### src/rtl/scaler_pkg.sv
// Shared types and default raster for the scaler front-end.
// ctrl_state_t : frame-lock FSM states
// frame_err_t  : per-frame error flags as reported on o_err
// DEF_*        : default raster timing; HTOT/VTOT are the default totals
package scaler_pkg;

  typedef enum logic [1:0] {
    ST_UNLOCK,
    ST_SEARCH,
    ST_LOCKED
  } ctrl_state_t;

  typedef struct packed {
    logic vtot_err;
    logic vact_err;
    logic line_err;
  } frame_err_t;

  localparam int unsigned DEF_HSW  = 1;
  localparam int unsigned DEF_HBP  = 2;
  localparam int unsigned DEF_HACT = 10;
  localparam int unsigned DEF_HFP  = 2;
  localparam int unsigned DEF_VSW  = 1;
  localparam int unsigned DEF_VBP  = 1;
  localparam int unsigned DEF_VACT = 4;
  localparam int unsigned DEF_VFP  = 1;

  localparam int unsigned HTOT = DEF_HSW + DEF_HBP + DEF_HACT + DEF_HFP;
  localparam int unsigned VTOT = DEF_VSW + DEF_VBP + DEF_VACT + DEF_VFP;

  // Width of the good/bad frame counters of the lock FSM
  localparam int unsigned CNT_W = 8;

endpackage

### src/rtl/scaler_sync_edge.sv
// Sync input stage: polarity normalisation, one register, rising-edge pulse.
// clk, rst    : pixel clock, asynchronous active-high reset
// i_sync      : raw sync input, active level set by POL
// o_lvl       : registered sync, active high
// o_rise_c    : combinational pulse on the first cycle o_lvl is high
module scaler_sync_edge #(
  parameter bit POL = 1'b0
) (
  input  logic clk,
  input  logic rst,
  input  logic i_sync,
  output logic o_lvl,
  output logic o_rise_c
);

  logic lvl_d;

  // Normalised level and its one-cycle history
  always_ff @(posedge clk or posedge rst) begin
    if (rst) begin
      o_lvl <= 1'b0;
      lvl_d <= 1'b0;
    end else begin
      o_lvl <= i_sync ^ POL;
      lvl_d <= o_lvl;
    end
  end

  assign o_rise_c = o_lvl & ~lvl_d;

endmodule

### src/rtl/scaler_timing_ctrl.sv
// Front-end timing controller for the scaler: measures vsync/hsync/de against
// the configured raster, locks through a frame-level FSM and emits delay-matched
// sync, pixel coordinates and strobes. o_scl_en gates the datapath to verified frames.
// Inputs : clk, rst (async, active high), i_vsync, i_hsync, i_de
// Outputs: o_vsync/o_hsync/o_de (2-clk delayed, active high), o_x/o_y (aligned to o_de),
//          o_frame_start, o_line_start, o_locked, o_scl_en, o_err {vtot, vact, line}
module scaler_timing_ctrl
  import scaler_pkg::*;
#(
  parameter bit          VSYNC_POL     = 1'b0,
  parameter bit          HSYNC_POL     = 1'b0,
  parameter int unsigned VSW           = DEF_VSW,
  parameter int unsigned VBP           = DEF_VBP,
  parameter int unsigned VACT          = DEF_VACT,
  parameter int unsigned VFP           = DEF_VFP,
  parameter int unsigned HSW           = DEF_HSW,
  parameter int unsigned HBP           = DEF_HBP,
  parameter int unsigned HACT          = DEF_HACT,
  parameter int unsigned HFP           = DEF_HFP,
  parameter int unsigned LOCK_FRAMES   = 2,
  parameter int unsigned UNLOCK_FRAMES = 2,
  parameter int unsigned XW            = 12,
  parameter int unsigned YW            = 12
) (
  input  logic          clk,
  input  logic          rst,
  input  logic          i_vsync,
  input  logic          i_hsync,
  input  logic          i_de,
  output logic          o_vsync,
  output logic          o_hsync,
  output logic          o_de,
  output logic [XW-1:0] o_x,
  output logic [YW-1:0] o_y,
  output logic          o_frame_start,
  output logic          o_line_start,
  output logic          o_locked,
  output logic          o_scl_en,
  output logic [2:0]    o_err
);

  localparam int unsigned H_TOT = HSW + HBP + HACT + HFP;
  localparam int unsigned V_TOT = VSW + VBP + VACT + VFP;

  function automatic logic [XW-1:0] sat_inc_x(input logic [XW-1:0] v);
    return (&v) ? v : v + XW'(1);
  endfunction

  function automatic logic [YW-1:0] sat_inc_y(input logic [YW-1:0] v);
    return (&v) ? v : v + YW'(1);
  endfunction

  logic            vs_lvl, vs_rise, hs_lvl, hs_rise, de_r;
  logic            hs_seen, line_err;
  logic [XW-1:0]   hcnt, x_cnt, x_cur;
  logic [YW-1:0]   line_cnt, vact_cnt, vact_close, y_cur;
  logic [XW:0]     hcnt_p1;
  logic            line_close, line_bad, line_err_close, frame_good;
  frame_err_t      frame_err;
  ctrl_state_t     state, state_nxt;
  logic [CNT_W-1:0] good_cnt, good_nxt, bad_cnt, bad_nxt;

  scaler_sync_edge #(.POL(VSYNC_POL)) u_vs_edge (
    .clk      (clk),
    .rst      (rst),
    .i_sync   (i_vsync),
    .o_lvl    (vs_lvl),
    .o_rise_c (vs_rise)
  );

  scaler_sync_edge #(.POL(HSYNC_POL)) u_hs_edge (
    .clk      (clk),
    .rst      (rst),
    .i_sync   (i_hsync),
    .o_lvl    (hs_lvl),
    .o_rise_c (hs_rise)
  );

  // Line-close check and frame error evaluation. A simultaneous vs edge sees the
  // line closed on this same cycle, so the ending frame owns its last line.
  always_comb begin
    hcnt_p1        = {1'b0, hcnt} + (XW+1)'(1);
    line_close     = hs_rise & hs_seen;
    line_bad       = line_close &
                     ((hcnt_p1 != (XW+1)'(H_TOT)) |
                      ((x_cnt != '0) & (x_cnt != XW'(HACT))));
    line_err_close = line_err | line_bad;
    vact_close     = (line_close && (x_cnt != '0)) ? sat_inc_y(vact_cnt) : vact_cnt;
    frame_err.vtot_err = (line_cnt != YW'(V_TOT));
    frame_err.vact_err = (vact_close != YW'(VACT));
    frame_err.line_err = line_err_close;
    frame_good     = ~|frame_err;
    x_cur          = hs_rise ? '0 : x_cnt;
    y_cur          = vs_rise ? '0 : vact_close;
  end

  // Raster counters; x_cnt doubles as the de count of the current line
  always_ff @(posedge clk or posedge rst) begin
    if (rst) begin
      de_r     <= 1'b0;
      hs_seen  <= 1'b0;
      hcnt     <= '0;
      x_cnt    <= '0;
      line_cnt <= '0;
      vact_cnt <= '0;
      line_err <= 1'b0;
    end else begin
      de_r    <= i_de;
      hs_seen <= hs_seen | hs_rise;
      hcnt    <= hs_rise ? '0 : sat_inc_x(hcnt);
      x_cnt   <= de_r ? sat_inc_x(x_cur) : x_cur;
      if (vs_rise) begin
        line_cnt <= hs_rise ? YW'(1) : '0;
        vact_cnt <= '0;
        line_err <= 1'b0;
      end else begin
        line_cnt <= hs_rise ? sat_inc_y(line_cnt) : line_cnt;
        vact_cnt <= vact_close;
        line_err <= line_err_close;
      end
    end
  end

  // Lock FSM state register
  always_ff @(posedge clk or posedge rst) begin
    if (rst) begin
      state    <= ST_UNLOCK;
      good_cnt <= '0;
      bad_cnt  <= '0;
    end else begin
      state    <= state_nxt;
      good_cnt <= good_nxt;
      bad_cnt  <= bad_nxt;
    end
  end

  // Lock FSM next state; only a vs edge moves it, so lock changes on frame boundaries
  always_comb begin
    state_nxt = state;
    good_nxt  = good_cnt;
    bad_nxt   = bad_cnt;
    if (vs_rise) begin
      unique case (state)
        ST_UNLOCK: begin
          state_nxt = ST_SEARCH;
          good_nxt  = '0;
        end
        ST_SEARCH: begin
          if (frame_good) begin
            good_nxt = good_cnt + CNT_W'(1);
            if (good_nxt >= CNT_W'(LOCK_FRAMES)) begin
              state_nxt = ST_LOCKED;
              bad_nxt   = '0;
            end
          end else begin
            good_nxt = '0;
          end
        end
        ST_LOCKED: begin
          if (!frame_good) begin
            bad_nxt = bad_cnt + CNT_W'(1);
            if (bad_nxt >= CNT_W'(UNLOCK_FRAMES)) begin
              state_nxt = ST_SEARCH;
              good_nxt  = '0;
            end
          end else begin
            bad_nxt = '0;
          end
        end
        default: state_nxt = ST_UNLOCK;
      endcase
    end
  end

  // Output stage: second register gives 2-clk latency on every output
  always_ff @(posedge clk or posedge rst) begin
    if (rst) begin
      o_vsync       <= 1'b0;
      o_hsync       <= 1'b0;
      o_de          <= 1'b0;
      o_x           <= '0;
      o_y           <= '0;
      o_frame_start <= 1'b0;
      o_line_start  <= 1'b0;
      o_locked      <= 1'b0;
      o_scl_en      <= 1'b0;
      o_err         <= '0;
    end else begin
      o_vsync       <= vs_lvl;
      o_hsync       <= hs_lvl;
      o_de          <= de_r;
      o_x           <= de_r ? x_cur : '0;
      o_y           <= de_r ? y_cur : '0;
      o_frame_start <= vs_rise;
      o_line_start  <= de_r & (x_cur == '0);
      o_locked      <= (state_nxt == ST_LOCKED);
      o_scl_en      <= (state_nxt == ST_LOCKED);
      // The partial frame seen while unlocked is not reported
      if (vs_rise && (state != ST_UNLOCK)) begin
        o_err <= frame_err;
      end
    end
  end

endmodule

### config.mk
export PLATFORM = sky130hd
export DESIGN_NAME = scaler_timing_ctrl
export DESIGN_NICKNAME = d
export VERILOG_FILES = /design/src/rtl/scaler_pkg.sv /design/src/rtl/scaler_sync_edge.sv /design/src/rtl/scaler_timing_ctrl.sv
export SDC_FILE = /design/constraint.sdc
export NUM_CORES = 1
export LEC_CHECK = 0
export CAP_MARGIN = 0
export CORE_MARGIN = 2
export CORE_UTILIZATION = 25
export CTS_BUF_LIST = sky130_fd_sc_hd__clkbuf_2
export CTS_CLUSTER_SIZE = 12
export DETAILED_ROUTE_END_ITERATION = 7
export PLACE_DENSITY = 0.5
export SYNTH_ARGS = -nofsm -noshare
export SYNTH_HDL_FRONTEND = slang
export SYNTH_SLANG_ARGS = --single-unit
### constraint.sdc
create_clock -name clk -period 3.5 [get_ports clk]
set_input_delay 0.7 -clock clk [delete_from_list [all_inputs] [get_ports clk]]
set_output_delay 0.7 -clock clk [all_outputs]
set_load 0.01 [all_outputs]
==> results_dict.tcl <==
set metrics [dict create \
    syn-num-nets 597 \
    slew_headroom_pct 53.1 \
    postCtsResizedCells 0 \
    post-dp-hpwl_um 9060 \
    finClkSkew_ns 0.0474 \
    die_h_um 151 \
    power_uw 2240 \
    final_hold_viol_count 0 \
    drt-vias-per-instance 4.80 \
    gp_congestion 0.857 \
    crit_path_max_fanout 8 \
    syn-cell-area_um2 5430 \
    wire_per_inst_um 14.2 \
    rsz0062_at_grt "no" \
    synth_xor_area_share_pct 5.16 \
    ys_ff_latch 104 \
    rr_worst_depth 10 \
    endpoint_kind "register" \
    postCtsSetupBuffers 0 \
    async_flop_share_pct 100 \
    drc 0 \
    crit_path_start_kind "register" \
    cts_buffers 9 \
    clock.fmax_mhz 319 \
    hp-class "input pin to asynchronous set/reset pin" \
    start_util_pct 25.7 \
    rows 53 \
    cts_sinks 104 \
    core_um2 21200 \
    rrSetupSlack_ns 0.37 \
    worst_skew_pair.late_latency_ns 0.65 \
    synth-edff-count 0 \
    grtUsageTotal_pct 12.1 \
    finalWirelength_um 12800 \
    gr-total-overflow 0 \
    cts_max_path_buffers 2 \
    ys_warn_count 0 \
    crit_type "register to register" \
    cts_hold_buffers 0 \
    nets 635 \
    die_area_um2 22900 \
    ir_drop_mv 0.156 \
    synth_mux_area_share_pct 1.75 \
    yosysSeqAreaShare_pct 47.9 \
    grt_max_degree 48 \
    ant_nets 0 \
    drt-pass1-iter-count 5 \
    p_leak_uw 0.00270 \
    max-cap-violations 0 \
    final.period_utilization_pct 89.5 \
    synth_compound_area_share_pct 10.9 \
    dp_slack_ns 0.389 \
    fin_crit_ns 3.13 \
    synthTopCellsByArea "dfrtp_1 (48%), nor2_1 (5.8%), nand3_1 (3.6%)" \
    synth_top_area_share_pct 47.9 \
    grt_pass1_vias 4413 \
    num-fill-cells 2198 \
    drt_iter0_drc 324 \
    portBuffers 38 \
    grt_pass1_wl_um 22000 \
    vias 4302 \
    ys_types 62 \
    area_growth_syn_to_layout_pct 14.6 \
    setup_tns_ns 0 \
    setup_viol 0 \
    die_x_um 151 \
    grt_antenna_before_repair 1 \
    synth_top_family_by_area "simple AND/OR/NAND/NOR gates" \
    cts.htree.levels 3 \
    syn_inst 577 \
    status "finished, final reports clean" \
    whs_ns 0.330 \
    synth-main-ff-cell "dfrtp_1" \
    worst_slack_ns 0.367 \
    crit_required_ns 4.04 \
    powerDensity_nw_per_um2 360 \
    synthAdderAreaFrac_pct 3.45 \
    final_layout_size_suffix_gt1_share_pct 5.65 \
    slew_viol_final 0 \
    avgSynthCellArea_um2 9.42 \
    synthSimpleGateAreaFrac_pct 27.5 \
    reg2reg_to "good_cnt[1]$_DFFE_PP0P_" \
    timing.rr.start "hcnt[0]$_DFFE_PP0P_" \
    final_core_util_pct 29.4 \
    ioPinCount 39 \
    cts_tree "yes" \
    root_buffer "clkbuf_2" \
    clk_pin_slew_ns 0.29 \
    synth_top_area_cell "dfrtp_1" \
    worst_slew_pin_slew_ns 0.697 \
    arrival_ns 3.68 \
]
==> worst max-delay path, stage by stage (launching register included) <==
cell and delay, ns:
dfrtp_1 0.48, inv_1 0.08, ha_1 0.14, nor4b_1 0.36
nand4_1 0.13, or3_1 0.32, a2111o_1 0.46, a21boi_4 0.29
a31oi_2 0.15, o211ai_4 0.32, mux2_4 0.33
==> report_power, final <==
group	internal (uW)	switching (uW)	total [uW]	leakage [uW]
logic	155	218	373	0.00125
registers	1270	80.9	1360	0.00140
clock network	98.0	416	514	0.0000560
==> logic make-up (layout without fill, tap and decap cells) <==
kind of cell | after synthesis | count (layout)
and+or+nand+nor | 290 | 290
DFF | 104 | 104
AOI/OAI and AO/OA | 84 | 84
buffers and inverters | 43 | 86
xor gates and xnor gates | 32 | 32
adders and majority gates | 15 | 15
muxes | 9 | 9
other | 0 | 1
==> worst max-delay path by stage <==
stage                         from                       to  slack (ns)  cells after the start
2_1_floorplan                  rst   bad_cnt[0]$_DFFE_PP0P_        0.07                      1
3_3_place_gp    x_cnt[8]$_DFF_PP0_  good_cnt[1]$_DFFE_PP0P_        0.49                      8
3_5_place_dp   hcnt[0]$_DFFE_PP0P_  good_cnt[1]$_DFFE_PP0P_        0.39                     10
4_1_cts        hcnt[0]$_DFFE_PP0P_  good_cnt[1]$_DFFE_PP0P_        0.37                     10
5_1_grt         x_cnt[8]$_DFF_PP0_  good_cnt[1]$_DFFE_PP0P_        0.21                      8
6_report       hcnt[0]$_DFFE_PP0P_  good_cnt[1]$_DFFE_PP0P_        0.37                     10
==> final cells by class <==
cell class | instances | area (um2) | area share [%]
Antenna cell | 1 | 2.50 | 0.0402
Clock buffer | 11 | 55.1 | 0.884
Clock inverter | 5 | 32.5 | 0.522
Inverter | 25 | 96.3 | 1.55
Multi-Input combinational cell | 430 | 2650 | 42.5
Sequential cell | 104 | 2600 | 41.8
Tap cell | 275 | 344 | 5.53
Timing Repair Buffer | 45 | 445 | 7.15
==> flip-flops by register name, summed over array words and instances (netlist names), 3 cells and up <==
name and cells:
o_y 12, good_cnt 8, o_x 12, line_cnt 12
vact_cnt 12, x_cnt 12, bad_cnt 8, o_err 3
hcnt 12
==> routing by layer <==
| layer | up-vias | global-route usage, % | part of all wire (%) |
|---|---|---|---|
| met4 | 0 | 5.89 | 1.9 |
| li1 | 2119 | - | - |
| met3 | 15 | 2.08 | 3.8 |
| met1 | 2080 | 16.6 | 49 |
| met5 | - | 0 | 0 |
| met2 | 88 | 18.5 | 45 |
==> cell usage in the layout, fill, tap and decap left out, types with 13 or more instances in the layout <==
cell	count
nor3_1	20
inv_1	23
nor2_1	84
nand2_1	47
xor2_1	16
ha_1	15
o21ai_0	25
clkdlybuf4s50_1	38
xnor2_1	16
and3_1	22
nand3_1	39
nand4_1	15
a21oi_1	13
dfrtp_1	104
==> through the flow <==
step | instances | cell area [um2]
final | 896 | 6230
after global routing | 896 | 6230
after CTS | 895 | 6220
after detailed placement | 879 | 6140
after global placement | 879 | 6140
after floorplan | 577 | 5430
==> synthesized netlist by cell type (2+ instances only) <==
| master | number |
|---|---|
| a211o_1 | 6 |
| a211oi_1 | 4 |
| a21oi_1 | 13 |
| a31oi_1 | 9 |
| and2_1 | 7 |
| and3_1 | 22 |
| and4_1 | 5 |
| buf_1 | 2 |
| buf_6 | 2 |
| clkbuf_1 | 12 |
| dfrtp_1 | 104 |
| ha_1 | 15 |
| inv_1 | 24 |
| mux2i_1 | 8 |
| nand2_1 | 47 |
| nand2b_1 | 10 |
| nand3_1 | 39 |
| nand4_1 | 15 |
| nand4b_1 | 4 |
| nor2_1 | 84 |
| nor2b_1 | 3 |
| nor3_1 | 20 |
| nor3b_1 | 3 |
| nor4_1 | 11 |
| nor4b_1 | 4 |
| o211a_1 | 2 |
| o21a_1 | 2 |
| o21ai_0 | 25 |
| o22ai_1 | 3 |
| o31ai_1 | 4 |
| or3_1 | 7 |
| xnor2_1 | 16 |
| xor2_1 | 16 |
No activity file was read; power rests on OpenSTA's default activity.
